[src/rtl/gpio_defaults_pkg.sv]
// Shared types and constants for the GPIO defaults serial loader.
package gpio_defaults_pkg;

    typedef enum logic [2:0] {
        IDLE,
        SHIFT_LO,
        SHIFT_HI,
        LATCH,
        DONE
    } load_state_e;

    localparam logic [12:0] DEFAULT_WORD = 13'h0402;

endpackage

[src/rtl/gpio_serial_phase_gen.sv]
// Divides clk into serial_clock phases of HALF_PERIOD cycles and flags the last
// cycle of each phase.
module gpio_serial_phase_gen #(
    parameter int unsigned HALF_PERIOD = 1
) (
    input  logic clk,
    input  logic reset,
    input  logic run,
    input  logic high_phase,
    output logic phase_tick,
    output logic serial_clock
);

    localparam int unsigned PW = $clog2(HALF_PERIOD + 1);
    localparam logic [PW-1:0] LAST_PHASE = PW'(HALF_PERIOD - 1);

    logic [PW-1:0] phase_q, phase_d;

    assign phase_tick   = run && (phase_q == LAST_PHASE);
    assign serial_clock = run && high_phase;

    // Counter restarts at every phase boundary and idles at zero outside a shift.
    always_comb begin
        phase_d = '0;
        if (run && !phase_tick) begin
            phase_d = phase_q + 1'b1;
        end
    end

    always_ff @(posedge clk or posedge reset) begin
        if (reset) begin
            phase_q <= '0;
        end else begin
            phase_q <= phase_d;
        end
    end

endmodule

[src/rtl/gpio_defaults_loader.sv]
// Holds per-channel GPIO default words and shifts them out over a serial chain,
// automatically after reset and on request.
module gpio_defaults_loader
    import gpio_defaults_pkg::*;
#(
    parameter int unsigned                   NUM_GPIO         = 19,
    parameter int unsigned                   CFG_WIDTH        = 13,
    parameter logic [NUM_GPIO*CFG_WIDTH-1:0] GPIO_CONFIG_INIT = {NUM_GPIO{DEFAULT_WORD}},
    parameter int unsigned                   HALF_PERIOD      = 1
) (
    input  logic                          clk,
    input  logic                          reset,
    input  logic                          load_req,
    input  logic                          ovr_we,
    input  logic [$clog2(NUM_GPIO)-1:0]   ovr_idx,
    input  logic [CFG_WIDTH-1:0]          ovr_data,
    output logic [NUM_GPIO*CFG_WIDTH-1:0] gpio_defaults,
    output logic                          serial_clock,
    output logic                          serial_data,
    output logic                          serial_load,
    output logic                          busy,
    output logic                          done,
    output logic                          ovr_err
);

    localparam int unsigned TOTAL = NUM_GPIO * CFG_WIDTH;
    localparam int unsigned BW    = $clog2(TOTAL + 1);
    localparam logic [BW-1:0] LAST_BIT = BW'(TOTAL - 1);

    load_state_e        state_q, state_d;
    logic               auto_q, auto_d;
    logic [TOTAL-1:0]   gpio_q, gpio_d;
    logic [TOTAL-1:0]   shift_q, shift_d;
    logic [BW-1:0]      bit_q, bit_d;
    logic               err_q, err_d;
    logic               shifting;
    logic               phase_tick;
    logic               wr_open;
    logic               idx_ok;

    assign shifting = (state_q == SHIFT_LO) || (state_q == SHIFT_HI);

    gpio_serial_phase_gen #(
        .HALF_PERIOD (HALF_PERIOD)
    ) u_phase_gen (
        .clk          (clk),
        .reset        (reset),
        .run          (shifting),
        .high_phase   (state_q == SHIFT_HI),
        .phase_tick   (phase_tick),
        .serial_clock (serial_clock)
    );

    // auto_q requests the power-on load in the first cycle after reset.
    always_comb begin
        state_d = state_q;
        auto_d  = auto_q;
        shift_d = shift_q;
        bit_d   = bit_q;
        unique case (state_q)
            IDLE: begin
                if (auto_q || load_req) begin
                    state_d = SHIFT_LO;
                    auto_d  = 1'b0;
                    shift_d = gpio_q;
                    bit_d   = '0;
                end
            end
            SHIFT_LO: begin
                if (phase_tick) begin
                    state_d = SHIFT_HI;
                end
            end
            SHIFT_HI: begin
                if (phase_tick) begin
                    if (bit_q == LAST_BIT) begin
                        state_d = LATCH;
                    end else begin
                        state_d = SHIFT_LO;
                        bit_d   = bit_q + 1'b1;
                        shift_d = shift_q << 1;
                    end
                end
            end
            LATCH: state_d = DONE;
            DONE: begin
                state_d = IDLE;
                bit_d   = '0;
            end
            default: state_d = IDLE;
        endcase
    end

    assign wr_open = (state_q == IDLE) || (state_q == DONE);
    assign idx_ok  = 32'(ovr_idx) < NUM_GPIO;

    always_comb begin
        gpio_d = gpio_q;
        err_d  = 1'b0;
        if (ovr_we) begin
            if (wr_open && idx_ok) begin
                for (int unsigned k = 0; k < NUM_GPIO; k++) begin
                    if (32'(ovr_idx) == k) begin
                        gpio_d[k*CFG_WIDTH +: CFG_WIDTH] = ovr_data;
                    end
                end
            end else begin
                err_d = 1'b1;
            end
        end
    end

    always_ff @(posedge clk or posedge reset) begin
        if (reset) begin
            state_q <= IDLE;
            auto_q  <= 1'b1;
            gpio_q  <= GPIO_CONFIG_INIT;
            shift_q <= '0;
            bit_q   <= '0;
            err_q   <= 1'b0;
        end else begin
            state_q <= state_d;
            auto_q  <= auto_d;
            gpio_q  <= gpio_d;
            shift_q <= shift_d;
            bit_q   <= bit_d;
            err_q   <= err_d;
        end
    end

    assign gpio_defaults = gpio_q;
    assign serial_data   = shifting && shift_q[TOTAL-1];
    assign serial_load   = (state_q == LATCH);
    assign busy          = shifting || (state_q == LATCH);
    assign done          = (state_q == DONE);
    assign ovr_err       = err_q;

endmodule

[config.mk]
export PLATFORM = sky130hd
export DESIGN_NAME = gpio_defaults_loader
export DESIGN_NICKNAME = d
export VERILOG_FILES = /design/src/rtl/gpio_defaults_pkg.sv /design/src/rtl/gpio_serial_phase_gen.sv /design/src/rtl/gpio_defaults_loader.sv
export SDC_FILE = /design/constraint.sdc
export NUM_CORES = 1
export LEC_CHECK = 0
export ABC_AREA = 1
export ABC_CLOCK_PERIOD_IN_PS = 19500
export CORE_MARGIN = 3
export CORE_UTILIZATION = 40
export DETAILED_ROUTE_END_ITERATION = 10
export PLACE_DENSITY_LB_ADDON = 0.08
export SYNTH_ARGS = -nofsm -noshare
export SYNTH_HDL_FRONTEND = slang
export SYNTH_SLANG_ARGS = --single-unit
[constraint.sdc]
create_clock -name clk -period 19.5 [get_ports clk]
set_input_delay 3.9 -clock clk [delete_from_list [all_inputs] [get_ports clk]]
set_output_delay 3.9 -clock clk [all_outputs]
set_load 0.01 [all_outputs]
Word-level counts from Yosys, hierarchy flattened --
Index checks and enable logic that the tools add are counted.
Storage, ports and cells: register bits 508, input bits 22, output and inout port bits 253, memories kept 0, memory bits (read-only) 0, bits in latches 0, word-level logic and storage cells 109, RAM bits 0
Operators by class: $add $sub $neg 2, eq/ne operators 27, multiply operators 0, shifts and indexed selects 0, multiplexer cells 16, bitwise logic cells 1, divide/modulo/power cells 0, reduce and logical (&&, ||, !) cells 37, order comparisons 1
Operator list (number):
- $mux 247 | 3
- $pmux 247 s2 | 1
- $reduce_and 3->1 | 20
- $eq 5x4->1 const B | 8
- $mux 8 | 3
- $pmux 8 s3 | 1
- $eq 5x3->1 const B | 4
- $eq 5x5->1 const B | 3
- $pmux 3 s4 | 1
- $eq 5x2->1 const B | 2
- $mux 3 | 3
- $add 8x1->8 const B | 1
- $eq 8x8->1 const B | 1
- $reduce_and 4->1 | 2
- $eq 3x2->1 const B | 2
- $ne 2x2->1 const B | 3
- $eq 5x1->1 const B | 1
- $logic_and 1x1->1 | 5
- $logic_not 5->1 | 1
- $lt 5x5->1 const B | 1
- $logic_or 1x1->1 | 4
- $eq 3x1->1 const B | 1
- $eq 3x3->1 const B | 1
- $logic_not 3->1 | 1
- 9 further kinds | 11

Logic depth before layout (Yosys ltp) --
depth in word-level cells 6, mapped depth 10, depth with buffers taken out 9

By module --
Synthesis repeated with hierarchy kept, for this count alone.
Unflattened totals: cell total of the unflattened synthesis 3144, area, all modules 24350.9 um^2
Modules (own cells, without submodules):
- gpio_defaults_loader | instances 1, cells an instance 3137, area an instance 24300.8 um^2, sequential area each 12736.0 um^2
- gpio_serial_phase_gen | instances 1, cells an instance 7, area an instance 50.0 um^2, sequential area each 25.0 um^2

Worst setup path after synthesis --
Ideal clock, no wire load.
path type reg2out, start point register state_q[0], end point output port serial_data, cell stages (with the launch flop) 6, arrival time 1.392 ns, data required time 15.600 ns, path buffers 2, setup slack 14.208 ns, path through dfrtp_1 > nor2_4 > nand2_1 > buf_2 > buf_2 > a21boi_0
Between the ends: longest elaborated chain between the ends 3, elaborated cells on any way between the ends 4, those cells by class eq/ne: 2; reduce/logical: 2
Ends and longest elaborated chain:
- start: declaration | line gpio_defaults_loader.sv:30 | load_state_e state_q, state_d;
- start signal: assignment | line gpio_defaults_loader.sv:122 | state_q <= state_d;
- $eq 3x1->1 or $eq 3x2->1 (tied branches) | line gpio_defaults_loader.sv:41 | assign shifting = (state_q == SHIFT_LO) || (state_q == SHIFT_HI);
- $logic_or 1x1->1 * | line gpio_defaults_loader.sv:41
- $logic_and 1x1->1 * | line gpio_defaults_loader.sv:132 | assign serial_data = shifting && shift_q[TOTAL-1];
- end: declaration | line gpio_defaults_loader.sv:19 | output logic serial_data,
Every way passes the cells marked *; elsewhere a longest branch is shown, timed or not.

Worst setup path in the final report --
start point input port load_req, end point register shift_q[112]
Between the ends: longest elaborated chain between the ends 3
Ends and longest elaborated chain:
- start: declaration | line gpio_defaults_loader.sv:13 | input logic load_req,
- $logic_or 1x1->1 | line gpio_defaults_loader.sv:62 | if (auto_q || load_req) begin
- $ne 2x2->1 (no source line)
- $reduce_and 4->1 (no source line)
- end signal: assignment | line gpio_defaults_loader.sv:125 | shift_q <= shift_d;
- end: declaration | line gpio_defaults_loader.sv:33 | logic [TOTAL-1:0] shift_q, shift_d;
No other way between the ends. A chain may end at the register's enable or synchronous reset.

==> impl_metrics.env <==
export IMPL_run_status="finished, final reports clean"
export IMPL_vdd_ir_drop_max_uv=82.0
export IMPL_core_um2=59500
export IMPL_dr_pass1_iters=6
export IMPL_syn_mean_instance_area_um2=7.73
export IMPL_netSwitchingFraction_pct=39.8
export IMPL_violation_count_after_the_first_detailed_route_iteration=2047
export IMPL_combPwrFrac_pct=34.7
export IMPL_fmax_ghz=0.135
export IMPL_port_buffers=274
export IMPL_min_path_type="reg -> reg"
export IMPL_cts_hold_buffers=0
export IMPL_worst_setup_path_startpoint="load_req"
export IMPL_initial_utilization_pct=40.8
export IMPL_slew_violations=0
export IMPL_ios=275
export IMPL_clkPwrFrac_pct=27.0
export IMPL_grt_pass1_vias=21212
export IMPL_worst_hold_start="auto_q$_DFFE_PP1P_"
export IMPL_antenna_found_initial=1
export IMPL_mappedNetlistArea_um2=24300
export IMPL_via_per_inst=5.53
export IMPL_cell_count_after_synthesis=3139
export IMPL_post_cts_setup_buffer_count=0
export IMPL_hold_viol=0
export IMPL_max_cap_violations=0
export IMPL_cts_root_to_sink_buffers=3
export IMPL_avgRoutedWirePerCell_um=21.2
export IMPL_numCtsBuffers=57
export IMPL_sum_of_negative_setup_slack_ns=0
export IMPL_detail_route_antenna_nets=0
export IMPL_worstSetupEndpointType="flip-flop"
export IMPL_wp_data_required_ns=20.04
export IMPL_placement_setup_worst_slack_ns=11.56
export IMPL_htreeDepth=2
export IMPL_most_frequent_cells_in_the_layout="1,442 x sky130_fd_sc_hd__nand2_1, 468 x sky130_fd_sc_hd__dfrtp_1, 289 x sky130_fd_sc_hd__nand4_1"
export IMPL_critical_path_class="in -> reg"
export IMPL_clockRootBuffer="sky130_fd_sc_hd__clkbuf_16"
export IMPL_report_final_setup_viol=0
export IMPL_layoutNonFillerInstCount=4040
export IMPL_cts_clk_slew_worst_paths_ns=0.06
export IMPL_fp_dieW_um=252
export IMPL_maxSlewHeadroom_pct=20.4
export IMPL_arrival_ns=7.94
export IMPL_routed_wl_mm=85.5
export IMPL_postSynthRegisterBits=508
export IMPL_globalplace_congestion=0.799
export IMPL_r2r_start="state_q[0]$_DFFE_PP0P_"
export IMPL_final_period_utilization_pct=38.0
export IMPL_gr_usage_all_layers_pct=26.6
export IMPL_cts_resized_gates=0
export IMPL_rsz0062_at_grt="no"
export IMPL_layout_commonest_cell="sky130_fd_sc_hd__nand2_1"
export IMPL_global_route_wire_length_before_repair_mm=132
export IMPL_area_growth_syn_to_layout_pct=19.8
export IMPL_layout_cell_share_with_drive_strength_beyond_1_pct=6.52
export IMPL_die_area_um2=63600
export IMPL_seq_power_share_pct=38.3
export IMPL_multi_input_area_um2=10100
export IMPL_power_switching_mw=1.77
export IMPL_clk_insertion_delay_late_ns=0.62
export IMPL_yosys_warnings=0
export IMPL_fp_dieH_um=252
export IMPL_via_count=22359
export IMPL_number_of_drc_violations_after_detailed_routing=0
export IMPL_min_cycle_time_layout_ns=7.41
export IMPL_global_route_overflow=0
export IMPL_postSynthNetCount=3163
export IMPL_sink_count_of_the_clock_tree=508
export IMPL_tightest_slew_ns=1.19
export IMPL_worst_clock_skew_ns=0.0130
export IMPL_setup_worst_path_start_class="input port"
export IMPL_synth_cell_type_count=27
export IMPL_tritoncts="built"
export IMPL_total_power_mw=4.44
export IMPL_worst_hold_check_slack_ns=0.459
export IMPL_fill_cells=5758
export IMPL_powerDensity_nw_per_um2=153
export IMPL_p_leak_nw=15.2
export IMPL_place_hpwl_mm=49.5
export IMPL_dp_cells=3931
export IMPL_power_report_internal_total_mw=2.67
export IMPL_synth_sequential_area_ratio_pct=52.6
export IMPL_finalNetCount=3241
export IMPL_worst_path_max_fanout=105
export IMPL_grt_start_max_net_pins=196
export IMPL_fp_row_count=89
export IMPL_final_setup_worst_slack_ns=12.09
export IMPL_ff_latch_area_um2=12800
[final cells by class]
class | count | area share [%]
repair buffers | 304 | 10.1
well taps | 773 | 3.33
multi-input cells | 2307 | 34.9
diodes | 1 | 0.00861
inverters | 39 | 0.555
clock inverters | 33 | 1.56
flip-flops and latches | 508 | 43.9
clock buffers | 75 | 5.70
[cell usage after synthesis]
library cell	n	area share, %
sky130_fd_sc_hd__conb_1	1	0.015
sky130_fd_sc_hd__inv_1	36	0.56
sky130_fd_sc_hd__nor3_1	2	0.041
sky130_fd_sc_hd__nor2_1	70	1.1
sky130_fd_sc_hd__buf_2	109	2.2
sky130_fd_sc_hd__nand4_1	289	7.5
sky130_fd_sc_hd__dfstp_2	39	4.2
sky130_fd_sc_hd__dfrtp_1	469	48
sky130_fd_sc_hd__buf_4	15	0.46
sky130_fd_sc_hd__o21ai_0	145	3.0
sky130_fd_sc_hd__a21oi_1	40	0.83
sky130_fd_sc_hd__nand3_1	266	5.5
sky130_fd_sc_hd__ha_1	2	0.10
sky130_fd_sc_hd__a21boi_0	1	0.031
sky130_fd_sc_hd__o21ai_1	24	0.50
sky130_fd_sc_hd__clkbuf_1	142	2.2
sky130_fd_sc_hd__nor2_4	1	0.046
sky130_fd_sc_hd__nor2_2	14	0.36
sky130_fd_sc_hd__nand3_2	2	0.083
sky130_fd_sc_hd__a21oi_2	1	0.036
sky130_fd_sc_hd__buf_1	19	0.29
sky130_fd_sc_hd__inv_2	3	0.046
sky130_fd_sc_hd__xor2_1	2	0.072
sky130_fd_sc_hd__o21bai_1	2	0.062
sky130_fd_sc_hd__nand4_2	1	0.052
sky130_fd_sc_hd__nand2_1	1443	22
sky130_fd_sc_hd__xnor2_1	1	0.036
[state kept, by name, indices dropped and copies added (netlist names)]
signal               count
auto_q                   1
u_phase_gen.phase_q      1
ovr_err                  1
bit_q                    8
gpio_defaults          247
state_q                  3
shift_q                247
[path summary, 6_finish.rpt]
kind	depth (start not counted)	end	slack (ns)
worst max-delay path	10	shift_q[112]$_DFFE_PP0P_	12.09
worst min-delay path	2	auto_q$_DFFE_PP1P_	0.46
worst min register to register	2	auto_q$_DFFE_PP1P_	0.46
max in group asynchronous	4	shift_q[170]$_DFFE_PP0P_	13.09
min in group asynchronous	2	gpio_defaults[54]$_DFFE_PP0P_	3.79
worst max register to register	11	shift_q[112]$_DFFE_PP0P_	14.05
[metal layers]
| metal | share of wire [%] | up-vias | GRT usage (%) | wire length (um) |
|---|---|---|---|---|
| met4 | 3.9 | 0 | 10.3 | 3340 |
| met5 | 0 | - | 0 | 0 |
| met1 | 44 | 10992 | 37.1 | 37700 |
| met2 | 44 | 746 | 40.1 | 38100 |
| li1 | - | 10471 | - | - |
| met3 | 7.5 | 150 | 6.40 | 6410 |
[metrics by stage]
step	utilization, %	instance area [um2]
after global placement	45.3	27000
after detailed placement	45.3	27000
after floorplan	-	24300
after CTS	48.9	29100
after global routing	48.9	29100
final	48.9	29100
[cells by family after synthesis]
logic type / synth area share [%]
simple gates: 36.9
fa+ha+maj: 0.103
flops: 52.6
xor+xnor: 0.108
other cells: 0.0155
buf+inv: 5.81
compound gates: 4.44
[critical path: stages]
cell,delay [ns]
sky130_fd_sc_hd__clkdlybuf4s50_1,0.40
sky130_fd_sc_hd__nor2_1,0.11
sky130_fd_sc_hd__nand3_1,0.11
sky130_fd_sc_hd__nand2_1,0.25
sky130_fd_sc_hd__inv_8,0.23
sky130_fd_sc_hd__nand3_4,0.69
sky130_fd_sc_hd__buf_4,0.96
sky130_fd_sc_hd__buf_4,0.83
sky130_fd_sc_hd__nand2_1,0.12
sky130_fd_sc_hd__nand2_1,0.10
[power by group through the flow]
stage	Clock (mW)	Combinational [mW]	Sequential [mW]
2_1_floorplan	0	0.961	1.68
3_3_place_gp	0	1.52	1.70
3_5_place_dp	0	1.54	1.71
4_1_cts	1.23	1.55	1.70
5_1_grt	1.27	1.71	1.74
6_report	1.20	1.54	1.70
(Power assumes the default switching activity.)
